===== src/rtl/bounce_shift_gen.sv =====
// One-hot token register that walks back and forth (or rotates) across N bits
// at a programmable step rate, with end-of-travel pulses and an LSB-hit counter.
module bounce_shift_gen #(
  parameter  int N             = 8,
  parameter  int COUNTER_WIDTH = 8,
  parameter  int DIV_WIDTH     = 8,
  localparam int PW            = $clog2(N)
) (
  input  logic                     clk,
  input  logic                     rstna,
  input  logic                     ena,
  input  logic [1:0]               mode,
  input  logic [DIV_WIDTH-1:0]     div,
  input  logic                     load,
  input  logic [PW-1:0]            load_pos,
  input  logic                     clr_cnt,
  output logic [N-1:0]             Q,
  output logic                     dir,
  output logic                     tc_lsb,
  output logic                     tc_msb,
  output logic [COUNTER_WIDTH-1:0] period_count,
  output logic                     cnt_ovf
);

  typedef enum logic [1:0] {
    M_BOUNCE = 2'b00,
    M_ROTR   = 2'b01,
    M_ROTL   = 2'b10,
    M_FREEZE = 2'b11
  } mode_e;

  localparam logic [N-1:0]             Q_RST   = {1'b1, {(N-1){1'b0}}};
  localparam logic [N-1:0]             Q_ONE   = {{(N-1){1'b0}}, 1'b1};
  localparam logic [DIV_WIDTH-1:0]     PRE_ONE = {{(DIV_WIDTH-1){1'b0}}, 1'b1};
  localparam logic [COUNTER_WIDTH-1:0] CNT_ONE = {{(COUNTER_WIDTH-1){1'b0}}, 1'b1};

  mode_e                md;
  logic [DIV_WIDTH-1:0] pre, pre_nxt;
  logic                 step;
  logic [PW-1:0]        pos;
  logic [N-1:0]         q_load, q_nxt;
  logic                 dir_nxt;
  logic                 moved;
  logic                 lsb_nxt, msb_nxt;

  assign md = mode_e'(mode);

  // Clamp only exists when the load_pos range can exceed N-1.
  if ((2 ** PW) > N) begin : g_clamp
    assign pos = (load_pos > PW'(N - 1)) ? PW'(N - 1) : load_pos;
  end else begin : g_noclamp
    assign pos = load_pos;
  end

  assign q_load = Q_ONE << pos;

  // >= rather than == so a div lowered below the running count steps at once
  // instead of wrapping through the whole prescaler range.
  assign step = ena && (pre >= div);

  always_comb begin
    pre_nxt = pre;
    if (load)
      pre_nxt = '0;
    else if (ena)
      pre_nxt = step ? '0 : pre + PRE_ONE;
  end

  always_comb begin
    q_nxt   = Q;
    dir_nxt = dir;
    moved   = 1'b0;
    if (load) begin
      q_nxt = q_load;
    end else if (step) begin
      case (md)
        M_BOUNCE: begin
          moved = 1'b1;
          if (dir) begin
            if (Q[0]) begin
              q_nxt   = Q << 1;
              dir_nxt = 1'b0;
            end else begin
              q_nxt = Q >> 1;
            end
          end else begin
            if (Q[N-1]) begin
              q_nxt   = Q >> 1;
              dir_nxt = 1'b1;
            end else begin
              q_nxt = Q << 1;
            end
          end
        end
        M_ROTR: begin
          moved   = 1'b1;
          q_nxt   = {Q[0], Q[N-1:1]};
          dir_nxt = 1'b1;
        end
        M_ROTL: begin
          moved   = 1'b1;
          q_nxt   = {Q[N-2:0], Q[N-1]};
          dir_nxt = 1'b0;
        end
        default: ;
      endcase
    end
  end

  // A reflection never lands on an end bit, so it cannot raise a pulse here.
  assign lsb_nxt = moved && q_nxt[0];
  assign msb_nxt = moved && q_nxt[N-1];

  always_ff @(posedge clk or negedge rstna) begin
    if (!rstna) begin
      pre    <= '0;
      Q      <= Q_RST;
      dir    <= 1'b1;
      tc_lsb <= 1'b0;
      tc_msb <= 1'b0;
    end else begin
      pre    <= pre_nxt;
      Q      <= q_nxt;
      dir    <= dir_nxt;
      tc_lsb <= lsb_nxt;
      tc_msb <= msb_nxt;
    end
  end

  // Counter advances in the same cycle tc_lsb is registered.
  always_ff @(posedge clk or negedge rstna) begin
    if (!rstna) begin
      period_count <= '0;
      cnt_ovf      <= 1'b0;
    end else if (clr_cnt) begin
      period_count <= '0;
      cnt_ovf      <= 1'b0;
    end else if (lsb_nxt) begin
      if (&period_count)
        cnt_ovf <= 1'b1;
      else
        period_count <= period_count + CNT_ONE;
    end
  end

endmodule


===== config.mk =====
export PLATFORM = sky130hd
export DESIGN_NAME = bounce_shift_gen
export DESIGN_NICKNAME = d
export VERILOG_FILES = /design/src/rtl/bounce_shift_gen.sv
export SDC_FILE = /design/constraint.sdc
export NUM_CORES = 1
export LEC_CHECK = 0
export CAP_MARGIN = 10
export CORE_UTILIZATION = 25
export DETAILED_ROUTE_END_ITERATION = 7
export DONT_BUFFER_PORTS = 1
export GPL_TIMING_DRIVEN = 0
export HOLD_SLACK_MARGIN = 0.03
export PLACE_DENSITY = 0.48
export SYNTH_ARGS = -nofsm -noshare
export SYNTH_HDL_FRONTEND = slang
export SYNTH_SLANG_ARGS = --single-unit

===== constraint.sdc =====
create_clock -name clk -period 4.95 [get_ports clk]
set_clock_uncertainty 0.2 [all_clocks]
set_input_delay 0.7425 -clock clk [delete_from_list [all_inputs] [get_ports clk]]
set_output_delay 0.7425 -clock clk [all_outputs]
set_load 0.05 [all_outputs]

; After elaboration in Yosys (flattened, before gate mapping)
; Index checks and enable logic that the tools add are counted.
[classes]
n_mux = 22
bitwise = 1
eq_ne = 3
n_reduce_logical = 16
n_addsub = 2
n_shift = 1
order_cmp = 1
[op_table]
columns = op, count
row1 = 2-to-1 mux 8 bit, 11
row2 = one-hot mux 8 bit (3 select lines), 1
row3 = adder 8 x 1 -> 8 bit (second input constant), 2
row4 = 2-to-1 mux 1 bit, 9
row5 = >= comparator 8 bit, 1
row6 = AND reduction 8 bit, 1
row7 = nonzero test 2 bit, 4
row8 = << shifter 1 x 3 -> 8 bit (first input constant), 1
row9 = AND reduction 2 bit, 3
row10 = nonzero test 4 bit, 1
row11 = logical AND 1 bit, 3
row12 = one-hot mux 1 bit (3 select lines), 1
row13 = AND reduction 3 bit, 1
row14 = nonzero test 3 bit, 1
row15 = OR reduction 3 bit, 1
row16 = equality test 2 x 1 -> 1 bit (second input constant), 1
row17 = equality test 2 bit (second input constant), 1
row18 = logical NOT 2 bit, 1
row19 = inequality test 2 bit (second input constant), 1
row20 = inverter 1 bit, 1
[totals]
inputBits = 18
ff_bits = 28
word_cells = 54

; Logic depth before layout (Yosys ltp)
; Gate-level depths: netlist (run 1).
[logic_depth]
depth_word = 8
mapped_depth = 8
ltp_nobuf = 7

; Worst setup path after synthesis (run 1)
; Ideal clock, no wire load.
[synth_path]
kind = in2reg
startpoint = input div[0]
endpoint = register period_count[0]
path_stages = 6
setup_ns = 0.128
slack_ns = 2.213
t_arrival_ns = 2.410
cell_sequence = ha_1 -> nand2b_1 -> a2111o_1 -> a32oi_2 -> nor3_1 -> mux2_1
[synth_via]
elab_chain_cells = 7
[synth_rtl]
columns = element, line
row1 = start: declaration, 13  ; input logic [DIV_WIDTH-1:0] div,
row2 = >= comparator 8 bit *, 59  ; assign step = ena && (pre >= div);
row3 = logical AND 1 bit *, 59
row4 = 2-to-1 mux 1 bit or 2-to-1 mux 8 bit (tied branches), 75  ; end else if (step) begin
row5 = 2-to-1 mux 1 bit or 2-to-1 mux 8 bit (tied branches), 73  ; if (load) begin
row6 = logical AND 1 bit *, 111  ; assign lsb_nxt = moved && q_nxt[0];
row7 = nonzero test 2 bit (no source line) *, --
row8 = AND reduction 2 bit (no source line) *, --
row9 = end signal: assignment, 142  ; period_count <= period_count + CNT_ONE;
row10 = end: declaration, 21  ; output logic [COUNTER_WIDTH-1:0] period_count,
; Mark *: on every way between the ends. The rest lies on a longest branch, timed or not. The select of a mux whose other input is x is not followed.
; A chain may end at the register's enable or synchronous reset.

; Final worst setup path (run 1)
; Same ends and word-level chain as after synthesis.

==> summary.md, run 1 <==
| Metric | Value |
|---|---|
| CP peak stage delay | `~530 ps` |
| Overall routing resource usage | `12.2%` |
| Vias/cell | `around 5` |
| Multi-input gate area | `roughly 1100 sq um` |
| Synth cell types | `49` |
| Post-place setup slack | `~1900 ps` |
| Core area | `7330 sq um` |
| Setup crit start kind | `input port` |
| Clock slew at reported path FFs | `between 100 and 150 ps` |
| Post-CTS Setup Bufs | `0` |
| Vias in the first global route | `between 1500 and 2000` |
| Fillers | `between 700 and 800` |
| Net Count, Synth | `between 200 and 250` |
| Top Family by Delay on Critical Path | `compound AO/OA/AOI/OAI gates` |
| Root Driver | `clkbuf_8` |
| Antenna violations before repair | `0` |
| Dpl cells | `roughly 300` |
| Final WS setup | `around 2200 ps` |
| CTS max path bufs | `2` |
| Ys Warns | `0` |
| Wire length per cell | `roughly 16 microns` |
| CTS buffer count | `3` |
| DIE HEIGHT | `around 90 microns` |
| Lkg Pwr | `around 0.97 nW` |
| Worst Path Buf+Inv | `0` |
| CTS tree | `built` |
| DRT Wirelength | `a little under 5 mm` |
| Count of input and output buffers | `0` |
| Crit path DAT | `roughly 2700 ps` |
| Cell Area, Synth | `1920 sq um` |
| Antenna-violating nets left | `0` |
| Starting Density | `26.2%` |
| Hpwl dp | `about 3.6 mm` |
| CP Max Fanout | `8` |
| Setup crit end kind | `flip-flop` |
| Synth-to-Final Area Change | `11.2%` |
| # DRC | `0` |
| Largest net degree at the start of global routing | `27` |
| Fin Hold WS | `approximately 66 ps` |
| Worst path required time | `around 5000 ps` |
| Crit Path Category | `in -> reg` |
| Final setup viols | `0` |
| Unrepaired setup endpoints after global routing | `false` |
| Seq. cell area | `~700 sq um` |
| Most used flip-flop cell after synthesis | `dfrtp_1` |
| Hold Path Class | `in -> async` |
| DR vias | `between 1500 and 2000` |
| Slew margin rel. | `between 50% and 60%` |
| Async set-or-reset flop fraction in the synthesized netlist | `100%` |
| H-tree depth | `1` |
| Seq/Total Area, Yosys | `between 30% and 40%` |
| Fin crit share | `between 50% and 60%` |
| Wire length of the first global-routing pass | `about 8 mm` |
| Cts repair resizes | `0` |
| Total gr overflow | `0` |
| Final GP Congestion | `about 0.73` |
| Post-synth EDFFs | `0` |
| Die area | `approximately 8000 sq um` |
| Synthesized area per cell | `around 9.4 sq um` |
| Min cycle time layout | `2750 ps` |
| Slew @ Worst Pin | `roughly 650 ps` |
| DRT iter0 DRCs | `72` |
| Sequence of cells on the critical path | `ha_1 > nand2b_1 > a2111o_1 > a32oi_2 > nor3_1 > mux2_1` |
| Peak Freq | `0.364 GHz` |
| Critical path's slowest cell | `a2111o_1` |
| Cell Count, Final, Fillers Out | `a little over 300` |
| Hold Fails Final Rpt | `0` |
| Status | `finished, final reports clean` |
| Setup tns final | `0 ps` |
| I/O pins | `38` |
| Synthesized flop and latch total | `28` |
| Pre-antenna DRT Iters | `4` |
| Die width | `~90 microns` |
| Final max-slew violation count | `0` |
| Power density cells | `240 nW/um^2` |
| Nets | `between 200 and 250` |
| Max-cap viol count | `0` |
| Core Rows | `31` |
| N_diodes | `0` |
| Maximum vdd ir drop | `118 uV` |
| Clk Latency, worst-skew pair | `around 280 ps` |
| Cells after Synth | `~210` |
| CTS sink count | `28` |
| # hold bufs at CTS | `1` |
| Share of cells above drive strength 1 | `a little under a tenth` |
-- layout by cell type, fill, tap and decap left out, types with 3 or more instances in the layout --
master / instances
a211oi_1: 3
a21oi_1: 7
a221o_1: 6
a22o_1: 9
a31oi_1: 6
and3_1: 5
clkbuf_8: 3
dfrtp_1: 26
ha_1: 14
inv_1: 14
mux2_2: 3
nand2_1: 12
nand2b_1: 12
nand3_1: 9
nor2_1: 18
nor2b_1: 8
nor3_1: 3
nor4_1: 3
nor4b_1: 3
o21ai_0: 5
-- kinds of logic (layout without fill, tap and decap cells) --
logic type / Yosys count / count (layout) / synth area share, %
buf+inv: 18 / 23 / 3.97
fa+ha+maj: 14 / 14 / 9.11
mux: 6 / 6 / 3.45
compound gates: 55 / 55 / 23.4
simple gates: 83 / 83 / 23.1
flops: 28 / 28 / 36.6
xor+xnor: 1 / 1 / 0.456
-- layout make-up --
cell class              instances  share of cell area (%)
flip-flops and latches         28                    32.9
clock buffers                   3                    1.93
clock inverters                 1                    1.40
multi-input cells             159                    53.5
inverters                      14                    2.46
repair buffers                  1                   0.936
plain buffers                   4                    1.11
well taps                      99                    5.79
-- synth_stat cells (5+ instances only) --
cell	count	area share, %
nand2_1	12	2.3
a31oi_1	6	2.0
a22o_1	9	4.1
a221o_1	6	3.1
nand2b_1	12	3.9
o21ai_0	5	1.3
ha_1	14	9.1
dfrtp_1	26	34
nor2_1	18	3.5
a21oi_1	7	1.8
nand3_1	9	2.3
inv_1	14	2.7
and3_1	5	1.6
nor2b_1	8	2.6
-- worst register-to-register path, stage by stage, from the launching register on --
cell      delay, ps
dfrtp_1         410
inv_1            90
ha_1            220
nand2b_1        150
a2111o_1        530
a32oi_2         500
nor3_1          190
mux2_1          340
-- metrics by stage --
stage          total power, W  instance area, sq um  util (%)
5_1_grt              0.000541                  2140      29.2
4_1_cts              0.000525                  2140      29.2
3_5_place_dp         0.000326                  2050      27.9
6_report             0.000512                  2140      29.2
3_3_place_gp         0.000326                  2050      27.9
2_1_floorplan        0.000311                  1920         -
-- where the power goes --
| group | leakage, nW | internal [W] | switching [W] |
|---|---|---|---|
| combinational | 0.555 | 0.0000275 | 0.0000398 |
| sequential | 0.379 | 0.000236 | 0.0000236 |
| clock | 0.0357 | 0.000108 | 0.0000768 |
| total | 0.970 | 0.000372 | 0.000140 |
-- state kept, by name (all words and copies together), names as in the netlist --
name,cells
pre,8
tc_lsb,1
period_count,8
Q,8
tc_msb,1
dir,1
cnt_ovf,1
-- per-layer routing --
metal / routed length [microns] / global-route usage [%] / vias to the layer above
li1: - / - / 773
met1: 2330 / 16.2 / 739
met4: 34 / 2.46 / 0
met2: 2220 / 19.6 / 37
met3: 268 / 3.47 / 2
met5: 0 / 0 / -
-- path summary, 6_finish.rpt --
kind | start | end | slack [ps] | depth (start not counted)
worst max register to register | pre[0]$_DFFE_PN0P_ | period_count[0]$_DFFE_PN0P_ | 2210 | 7
worst min register to register | pre[2]$_DFFE_PN0P_ | pre[2]$_DFFE_PN0P_ | 340 | 1
worst min-delay path | rstna | tc_lsb$_DFF_PN0_ | 70 | 1
worst max-delay path | div[0] | period_count[0]$_DFFE_PN0P_ | 2200 | 6
min in group clk | pre[2]$_DFFE_PN0P_ | pre[2]$_DFFE_PN0P_ | 340 | 1
max in group asynchronous | rstna | period_count[0]$_DFFE_PN0P_ | 4320 | 1
Note: power is estimated with default switching activity, not from simulation.
==> run 2, diff against run 1 <==
PLACE_DENSITY = 0.5   (was 0.48)
clock period = 2.5 ns   (was 4.95 ns; I/O delays follow)
==> run 2 against run 1 <==
  * Design area rose by 4.3%
  * Clock power up 42%
  * Power rose by 83%
  * Flip-flop and latch count unchanged
  * Die area unchanged
  * Global-route usage up 0.68 points
  * Utilization rose by 1.2 points
  * Wire length is 1.5% higher
  * Critical endpoint unchanged
==> summary.md, run 2 (synthesis results as in run 1) <==
| Metric | Value |
|---|---|
| Status | `finished, final reports clean` |
| Largest regs | `Q (8), period_count (8), pre (8)` |
| H-tree depth | `1` |
| Hpwl dp | `3.58 mm` |
| Peak Freq | `0.407 GHz` |
| Switch share | `30.6%` |
| Met2 wire len | `2.22 mm` |
| Most frequent cells in the layout | `dfrtp_1, nor2_1, inv_1, ha_1, nand2_1` |
| Vias/cell | `~5` |
| Top Family by Delay on Critical Path | `compound AO/OA/AOI/OAI gates` |
| CP Max Fanout | `8` |
| Core area | `between 7000 and 8000 sq um` |
| Fin Hold WS | `60.4 ps` |
| Slew @ Worst Pin | `around 650 ps` |
| Crit Path Category | `reg -> reg` |
| CTS sink count | `28` |
| Setup crit start | `pre[0]$_DFFE_PN0P_` |
| Cell Count, Final, Fillers Out | `between 300 and 400` |
| Register-to-register setup slack | `40 ps` |
| Max-cap viol count | `0` |
| Final setup viols | `0` |
| Nets | `250` |
| Root Driver | `clkbuf_8` |
| Internal power | `approximately 0.00065 W` |
| I/O pins | `38` |
| Hold Fails Final Rpt | `0` |
| CP Depth | `7` |
| Clock slew at reported path FFs | `110 ps` |
| N_diodes | `0` |
| Met3 wire length | `between 300 and 400 microns` |
| Slew margin rel. | `about 56%` |
| Wire length per cell | `15.6 microns` |
| Fin crit share | `a little over nine tenths` |
| DRT Wirelength | `between 4 and 5 mm` |
| Hold Path Class | `in -> reg` |
| CP Capture Point | `period_count[0]$_DFFE_PN0P_` |
| Sequence of cells on the critical path | `inv_2 > ha_4 > nand2b_4 > a2111o_1 > a32oi_4 > nor3_1 > mux2_1` |
| CP peak stage delay | `about 500 ps` |
| Final GP Congestion | `about 0.78` |
| Core Rows | `31` |
| Synth-to-Final Area Change | `15.9%` |
| Starting Density | `a little over a quarter` |
| Lkg Pwr | `around 1 nW` |
| Maximum vdd ir drop | `between 200 and 250 uV` |
| Antenna violations before repair | `0` |
| CTS buffer count | `3` |
| Switching power | `roughly 0.00029 W` |
| Antenna-violating nets left | `0` |
| Unrepaired setup endpoints after global routing | `true` |
| Worst path required time | `~2500 ps` |
| DRT iter0 DRCs | `53` |
| Combinational share of power | `17.1%` |
| R2R cell count | `7` |
| Seq. cell area | `between 700 and 800 sq um` |
| Total gr overflow | `0` |
| Clk Latency, worst-skew pair | `280 ps` |
| Metal-1 WL | `between 2 and 2.5 mm` |
| R2r startpoint | `pre[0]$_DFFE_PN0P_` |
| Min cycle time layout | `2460 ps` |
| Sequential share of power | `a little over half` |
| Setup tns final | `0 ps` |
| Wire length of the first global-routing pass | `between 8 and 9 mm` |
| Worst Path Buf+Inv | `1` |
| Multi-input gate area | `roughly 1200 sq um` |
| Dpl cells | `a little over 300` |
| Pre-antenna DRT Iters | `4` |
| Largest net degree at the start of global routing | `29` |
| Top sig layer | `met4` |
| Overall routing resource usage | `between 10% and 20%` |
| Final core utilization | `30.4%` |
| CTS tree | `built` |
| Die width | `between 80 and 90 microns` |
| Clock power frac | `27.9%` |
| Setup crit end kind | `flip-flop` |
| CTS max path bufs | `2` |
| Count of input and output buffers | `0` |
| Die area | `8050 sq um` |
| Share of cells above drive strength 1 | `14.3%` |
| Vias in the first global route | `1572` |
| R2R Path End | `period_count[0]$_DFFE_PN0P_` |
| Power density cells | `~420 nW/um^2` |
| Setup crit start kind | `flip-flop` |
| Crit path DAT | `about 2400 ps` |
| # DRC | `0` |
| Final max-slew violation count | `0` |
| DIE HEIGHT | `89.7 microns` |
| Fillers | `770` |
| DR vias | `~1600` |
| Critical path's slowest cell | `a2111o_1` |
| Commonest non-fill, non-tap cell in the layout | `dfrtp_1` |
-- run 2: cell count changes in the layout (fill, tap and decap cells not counted), sizes merged --
cell / before / now
dlygate4sd3: 0 / 1
buf: 3 / 9
bufinv: 1 / 0
clkbuf: 5 / 6
-- run 2: power groups by stage --
stage	Clock (W)	Sequential (W)	Combinational (W)
floorplan	0	0.000517	0.0000982
global placement	0	0.000524	0.000121
detailed placement	0	0.000524	0.000122
CTS	0.000278	0.000515	0.000155
global route	0.000292	0.000519	0.000182
finish	0.000262	0.000515	0.000161
-- run 2: worst min-delay path by stage --
stage / cells past startpoint / endpoint / startpoint / slack [ps]
floorplan: 0 / Q[0]$_DFF_PN0_ / rstna / -120
global placement: 0 / tc_lsb$_DFF_PN0_ / rstna / -120
detailed placement: 0 / tc_lsb$_DFF_PN0_ / rstna / -120
CTS: 2 / Q[7]$_DFF_PN1_ / load_pos[1] / 40
global route: 2 / Q[7]$_DFF_PN1_ / load_pos[1] / 40
finish: 2 / Q[7]$_DFF_PN1_ / load_pos[1] / 60
-- run 2: through the flow --
step                power, W  worst slack, ps  instance area (sq um)
CTS                 0.000948             2.94                   2200
floorplan           0.000615              108                   1920
global route        0.000992            -72.8                   2230
finish              0.000938             44.8                   2230
global placement    0.000645             -192                   2050
detailed placement  0.000646             -201                   2050
-- run 2: final cells by class --
type	count	share of cell area, %
timing repair buffer	8	3.37
multi-input combinational	159	53.7
inverter	14	2.36
buffer	4	1.07
tap	99	5.56
sequential	28	31.9
clock buffer	4	2.02
-- run 2: layer usage --
layer	vias up	global-route usage, %
met2	46	20.3
li1	784	-
met5	-	0
met1	787	16.8
met4	0	2.87
met3	4	4.48
-- run 2: timing repair --
| item | CTS | global route |
|---|---|---|
| buffers inserted | 5 | 1 |
| hold endpoints to repair | 28 | 0 |
| setup endpoints to repair | 23 | 18 |
| gates resized for setup | 6 | 7 |
| hold buffers | 2 | 0 |
| pin swaps | 4 | 3 |
